## config.mk

```make
export PLATFORM = sky130hd
export DESIGN_NAME = pb_classifier_multi
export DESIGN_NICKNAME = d
export VERILOG_FILES = /design/src/rtl/pb_classifier_multi.sv
export SDC_FILE = /design/constraint.sdc
export NUM_CORES = 1
export LEC_CHECK = 0
export ABC_AREA = 1
export BUFFER_PORTS_ARGS = -buffer_cell sky130_fd_sc_hd__buf_2
export CORE_ASPECT_RATIO = 0.7
export CORE_MARGIN = 3
export CORE_UTILIZATION = 35
export CTS_CLUSTER_SIZE = 20
export DETAILED_ROUTE_END_ITERATION = 10
export GPL_ROUTABILITY_DRIVEN = 0
export PLACE_DENSITY_LB_ADDON = 0.3
export SYNTH_ARGS = -nofsm -noshare
export SYNTH_HDL_FRONTEND = slang
export SYNTH_SLANG_ARGS = --single-unit
```

## constraint.sdc

```tcl
create_clock -name clk -period 2.25 [get_ports clk]
set_input_delay 0.1125 -clock clk [delete_from_list [all_inputs] [get_ports clk]]
set_output_delay 0.1125 -clock clk [all_outputs]
set_load 0.02 [all_outputs]
```

## src/rtl/pb_classifier_multi.sv

```systemverilog
// N-channel push-button front end: per channel a 2-FF synchroniser, press/release
// debounce, and a SHORT/LONG press classifier with registered event pulses.
module pb_classifier_multi #(
  parameter int N_CH            = 4,
  parameter int DEBOUNCE_P      = 300,
  parameter int LONG_T          = 5000,
  parameter int LONG_ON_RELEASE = 0,
  parameter int CNT_W           = $clog2(LONG_T + 1)
) (
  input  logic            clk,
  input  logic            rst,
  input  logic [N_CH-1:0] pb,
  output logic [N_CH-1:0] short_p,
  output logic [N_CH-1:0] long_p,
  output logic [N_CH-1:0] held
);

  localparam logic [2:0] ST_IDLE  = 3'd0;
  localparam logic [2:0] ST_DB    = 3'd1;
  localparam logic [2:0] ST_PRESS = 3'd2;
  localparam logic [2:0] ST_LONG  = 3'd3;
  localparam logic [2:0] ST_REL   = 3'd4;

  localparam logic [CNT_W-1:0] DB_LAST   = CNT_W'(DEBOUNCE_P - 1);
  localparam logic [CNT_W-1:0] LONG_LAST = CNT_W'(LONG_T - 1);
  localparam logic [CNT_W-1:0] CNT_ONE   = CNT_W'(1);
  localparam logic [CNT_W-1:0] CNT_MAX   = '1;
  localparam logic             LONG_AT_REL = (LONG_ON_RELEASE != 0);

  for (genvar i = 0; i < N_CH; i++) begin : g_ch
    logic [1:0]       sync;
    logic             s;
    logic [2:0]       state;
    logic [2:0]       state_n;
    logic [CNT_W-1:0] pcnt;
    logic [CNT_W-1:0] rcnt;
    logic             islong;
    logic             short_n;
    logic             long_n;
    logic             short_r;
    logic             long_r;
    logic             held_r;

    assign s = sync[1];

    // NOTE: every always_comb output gets a default first so no path leaves it
    // unassigned; otherwise synthesis infers a latch.
    always_comb begin
      state_n = state;
      short_n = 1'b0;
      long_n  = 1'b0;
      case (state)
        ST_IDLE:  if (s) state_n = ST_DB;
        ST_DB: begin
          if (!s)                  state_n = ST_IDLE;
          else if (pcnt == DB_LAST) state_n = ST_PRESS;
        end
        ST_PRESS: begin
          if (!s) state_n = ST_REL;
          else if (pcnt == LONG_LAST) begin
            state_n = ST_LONG;
            long_n  = !LONG_AT_REL;
          end
        end
        ST_LONG:  if (!s) state_n = ST_REL;
        ST_REL: begin
          if (s) state_n = islong ? ST_LONG : ST_PRESS;
          else if (rcnt == DB_LAST) begin
            state_n = ST_IDLE;
            short_n = !islong;
            long_n  = islong && LONG_AT_REL;
          end
        end
        default:  state_n = ST_IDLE;
      endcase
    end

    // NOTE: sequential state uses non-blocking assignments so every register
    // samples pre-edge values regardless of statement order.
    always_ff @(posedge clk or negedge rst) begin
      if (!rst) begin
        sync    <= '0;
        state   <= ST_IDLE;
        pcnt    <= '0;
        rcnt    <= '0;
        islong  <= 1'b0;
        short_r <= 1'b0;
        long_r  <= 1'b0;
        held_r  <= 1'b0;
      end else begin
        sync    <= {sync[0], pb[i]};
        state   <= state_n;
        short_r <= short_n;
        long_r  <= long_n;
        held_r  <= (state_n == ST_PRESS) || (state_n == ST_LONG) || (state_n == ST_REL);
        case (state)
          ST_IDLE: pcnt <= '0;
          ST_DB: begin
            if (s) begin
              if (pcnt == DB_LAST)       pcnt <= '0;
              else if (pcnt != CNT_MAX)  pcnt <= pcnt + CNT_ONE;
            end
          end
          ST_PRESS: begin
            if (!s) begin
              rcnt   <= '0;
              islong <= 1'b0;
            end else if (pcnt != LONG_LAST && pcnt != CNT_MAX) begin
              pcnt <= pcnt + CNT_ONE;
            end
          end
          ST_LONG: begin
            if (!s) begin
              rcnt   <= '0;
              islong <= 1'b1;
            end
          end
          // pcnt is left alone here so a release glitch resumes the hold timing
          ST_REL: if (!s && rcnt != CNT_MAX) rcnt <= rcnt + CNT_ONE;
          default: pcnt <= '0;
        endcase
      end
    end

    assign short_p[i] = short_r;
    assign long_p[i]  = long_r;
    assign held[i]    = held_r;
  end

endmodule

```

# Word level (Yosys, flattened, before mapping)
# Index checks and enable logic that the tools add are counted.
dict set report totals {
  out_inout_bits 12
  input_bits 6
  reg_bits 140
}
dict set report classes {
  n_mux 112
  n_eq_ne 84
  n_reduce_logical 56
  addsub 8
  n_bitwise 4
}
# op n
set ops {}
lappend ops {{$mux W13} 28}
lappend ops {{$ne A13 B13 Y1 const B} 12}
lappend ops {{$pmux W13 S3} 4}
lappend ops {{$add A13 B1 Y13 const B} 8}
lappend ops {{$eq A13 B9 Y1 const B} 8}
lappend ops {{$pmux W13 S2} 4}
lappend ops {{$mux W3} 32}
lappend ops {{$pmux W3 S5} 4}
lappend ops {{$ne A2 B2 Y1 const B} 28}
lappend ops {{$eq A13 B13 Y1 const B} 4}
lappend ops {{$eq A3 B2 Y1 const B} 16}
lappend ops {{$mux W1} 36}
lappend ops {{$eq A3 B3 Y1 const B} 8}
lappend ops {{$reduce_and A3 Y1} 8}
lappend ops {{$reduce_and A5 Y1} 4}
lappend ops {{$reduce_bool A2 Y1} 8}
lappend ops {{$reduce_or A2 Y1} 8}
lappend ops {{$eq A3 B1 Y1 const B} 4}
lappend ops {{$logic_not A3 Y1} 4}
lappend ops {{$ne A3 B3 Y1 const B} 4}
lappend ops {{$logic_and A1 B1 Y1} 8}
lappend ops {{$logic_not A1 Y1} 8}
lappend ops {{$logic_or A1 B1 Y1} 8}
lappend ops {{$pmux W1 S2} 4}
lappend ops {{$not A1 Y1} 4}

# Depth between registers and ports, before layout
dict set report logic_depth {
  depth_word 7
  ltp_mapped 12
}

# Worst setup path after synthesis
# OpenSTA, ideal clock, no wires.
dict set report synth_path {
  path_type {register to register}
  startpoint {register g_ch[0].pcnt[0]}
  endpoint {register g_ch[0].pcnt[3]}
  path_buffers 1
  stages_incl_launch_ff 12
  setup_slack_ns 0.583
  arrival_ns 1.551
  t_required_ns 2.133
  cell_sequence {dfrtp_1 > ha_1 > nand2_1 > clkinv_1 > nand2_2 > nor2_4 > nand3_2 > nand3_4 > nand2_4 > buf_6 > nand2_1 > nand2_1}
}
dict set report synth_via {
  elab_chain_cells 5
}
# element line_no
set synth_lines {}
lappend synth_lines {{start, declared} 35} ;# logic [CNT_W-1:0] pcnt;
lappend synth_lines {{start signal, assigned} 101} ;# else if (pcnt != CNT_MAX) pcnt <= pcnt + CNT_ONE;
lappend synth_lines {{start signal, assigned} 109} ;# pcnt <= pcnt + CNT_ONE;
lappend synth_lines {{$add A13 B1 Y13} {101, 109}}
lappend synth_lines {{$mux W13} 101}
lappend synth_lines {{$mux W13} 100} ;# if (pcnt == DB_LAST) pcnt <= '0;
lappend synth_lines {{$mux W13} 99} ;# if (s) begin
lappend synth_lines {{$pmux W13 S3} 96} ;# case (state)
# Parallel ways exist; a longest one is shown, timed or not. The select of a mux whose other input is x is not followed.
# A chain may end at the register's enable or synchronous reset.

# Final worst setup path
dict set report layout_path {
  startpoint {register g_ch[3].state[2]}
  endpoint {register g_ch[3].pcnt[1]}
}
dict set report layout_via {
  elab_chain_cells 4
}
# element line_no
set layout_lines {}
lappend layout_lines {{start, declared} 33} ;# logic [2:0] state;
lappend layout_lines {{start signal, assigned} 92} ;# state <= state_n;
lappend layout_lines {{$eq A3 B3 Y1 or $eq A3 B2 Y1 (tied branches)} 96}
lappend layout_lines {{$reduce_or A2 Y1 (no line)} --}
lappend layout_lines {{$not A1 Y1 (no line)} --}
lappend layout_lines {{$reduce_and A5 Y1 (no line)} --}
lappend layout_lines {{end signal, assigned} 101}
lappend layout_lines {{end signal, assigned} 109}
lappend layout_lines {{end, declared} 35}
# Parallel ways exist; a longest one is shown, timed or not.

==> run metrics <==
Final Non-Filler Cells 1765; Bufs on Longest Clock Path 2; clock sink total 140; Die Y 143 um; Worst Max-Slew Pin Slew 646 ps; vias in the first global route 7780; Final Hold Vio Count 0; # diodes 0; dpl hpwl 15.9 mm; RSZ-0062 raised after global routing false; P_leak 0.00485 uW; Final ANT Viol Nets 0; P_int 4350 uW; share of layout cells above drive strength 1 0.0959; CTS tree built; Initial Utilization 0.360; Critical Path RT 2560 ps; Post-synth EDFFs 0; net count after synthesis 1400; Core Rows 49; most frequent cells in the layout nand2_1, nand3_1, dfrtp_1; Max Cap Viol 0; Sw Ratio 0.260; instance count of the mapped netlist 1386; Final Skew 9.61 ps; dpl cells 1728; routed via count 8668; clock share of power 0.500; per-cell routed wire length 12.4 um; crit path DAT 2310 ps; DRC Markers 0; Syn Area/Cell 6.76 um2; combinational power share 0.057; top post-synthesis cells by area dfrtp_1, nand2_1, nand3_1, nor2_1, inv_1; initial antenna violation count 0; register share of total power 0.443; wire length of the first global-routing pass 38.2 mm; final worst-path cycle share 0.890; Sw Pwr 1530 uW; Final WS setup 247 ps; core box area 26000 um2; Die W 202 um; async set-reset flop share out of synthesis 1.00; setup tns final 0 ps; Post-Route WL 21.9 mm; outcome complete, no violations; Max VDD drop 0.000516 V; total power 5880 uW; Port Buffers 17; Initial DRC Count 608; type of origin of the critical path flop; min-delay worst type input port to async pin; htree depth 4; PD cells 565 nW/um2; Final nets 1409; clock tree root buffer cell clkbuf_16; Setup crit end kind flop; drt via density 4.91; Overflow after GRT 0; fillers 2770; die area 28800 um2; Tmin final 2000 ps; Slew Viols, Final 0; Total GRT Usage 0.158; num ports 18; post-synth top area share 0.374; Syn. warnings 0; Distinct cells, synth 43; Max transition margin 0.569; 1st-pass router iterations 5; sequential share of the synthesized area 0.374; clock slew at reported path FFs 70 ps; count of final setup violators 0; Synth Flop Type dfrtp_1; most common cell after layout, fill and taps aside nand2_1; Area growth syn-to-layout 11.0%; highest clock rate 499 MHz; dpl ws 234 ps; crit path kind flop to flop; pin count of the biggest net entering global routing 53; Num CTS Buffers 17; Mapped Area 9370 um2; Yosys reg bits 140; Worst-Skew Late Latency 430 ps; crit path max fanout 14; dominant cell type by area after synthesis dfrtp_1
==> registers in the layout, indices dropped and copies added (netlist names) <==
signal and cells:
g_ch.state 12, g_ch.rcnt 52, g_ch.long_r 4, g_ch.islong 4, g_ch.sync 8, g_ch.held_r 4
g_ch.short_r 4, g_ch.pcnt 52
==> cells in the mapped netlist, types with 12 or more instances <==
library cell,count
inv_2,20
o21ai_0,27
nand2_1,459
a21oi_1,35
inv_1,127
o21ai_1,21
dfrtp_1,140
nand4_1,58
nand3_1,166
xor2_1,29
buf_4,27
nor2_1,139
nor3_1,32
buf_2,14
nand2_2,12
nor2_2,14
==> cell families after synthesis <==
kind of cell	count (synthesis)	share of synthesized area
fa+ha+maj	8	0.0107
buf+inv	198	0.0962
mux	1	0.00120
flops	140	0.374
simple gates	910	0.432
compound gates	98	0.0574
xor+xnor	31	0.0290
==> path summary, 6_finish.rpt <==
check | startpoint | to | slack (ps) | cells after the start
setup / recovery | g_ch[3].state[2]$_DFF_PN0_ | g_ch[3].pcnt[1]$_DFFE_PN0P_ | 250 | 6
hold / removal | rst | g_ch[0].rcnt[5]$_DFFE_PN0P_ | 220 | 2
setup reg to reg | g_ch[3].state[2]$_DFF_PN0_ | g_ch[3].pcnt[1]$_DFFE_PN0P_ | 250 | 6
hold reg to reg | g_ch[0].sync[0]$_DFF_PN0_ | g_ch[0].sync[1]$_DFF_PN0_ | 350 | 0
max in group asynchronous | rst | g_ch[3].sync[0]$_DFF_PN0_ | 1380 | 3
min in group clk | pb[1] | g_ch[1].sync[0]$_DFF_PN0_ | 320 | 2
==> worst max-delay path, cell delays in order, from the launching register on <==
cell and delay [ps]:
dfrtp_1 470, nand2_2 210, inv_2 130, nor2_2 540, nand2_2 340, nand2_1 130
nand2_1 60
==> stage by stage <==
stage / instance area (um2) / hold WS [ps] / util
CTS: 10400 / 222 / 0.400
finish: 10400 / 222 / 0.400
detailed placement: 9720 / 117 / 0.374
floorplan: 9370 / -183 / -
global route: 10400 / 263 / 0.400
global placement: 9720 / 120 / 0.374
==> power by group through the flow <==
stage	clock network, uW	registers (uW)	logic [uW]
CTS	3040	2600	340
global placement	0	2650	327
floorplan	0	2630	214
global route	3160	2610	384
detailed placement	0	2650	333
finish	2940	2600	336
==> what timing repair did <==
action,in CTS,in global routing
setup buffers,0,0
hold buffers,5,0
setup endpoints to repair,0,7
endpoints found under the hold margin,54,0
resized for setup,0,1
==> routing by layer <==
layer | wire (um) | GRT usage | vias up
li1 | - | - | 4488
met1 | 12200 | 0.248 | 3967
met4 | 160 | 0.0326 | 0
met2 | 8440 | 0.222 | 199
met3 | 1030 | 0.0310 | 14
met5 | 0 | 0 | -
==> final cells by class <==
class	instances	area, um2	share of cell area
Sequential cell	140	3500	0.337
Clock inverter	15	195	0.0188
Tap cell	357	447	0.0430
Inverter	148	556	0.0534
Multi-Input combinational cell	1048	4970	0.478
Timing Repair Buffer	40	302	0.0290
Clock buffer	17	425	0.0409
Note: power is estimated with default switching activity, not from simulation.
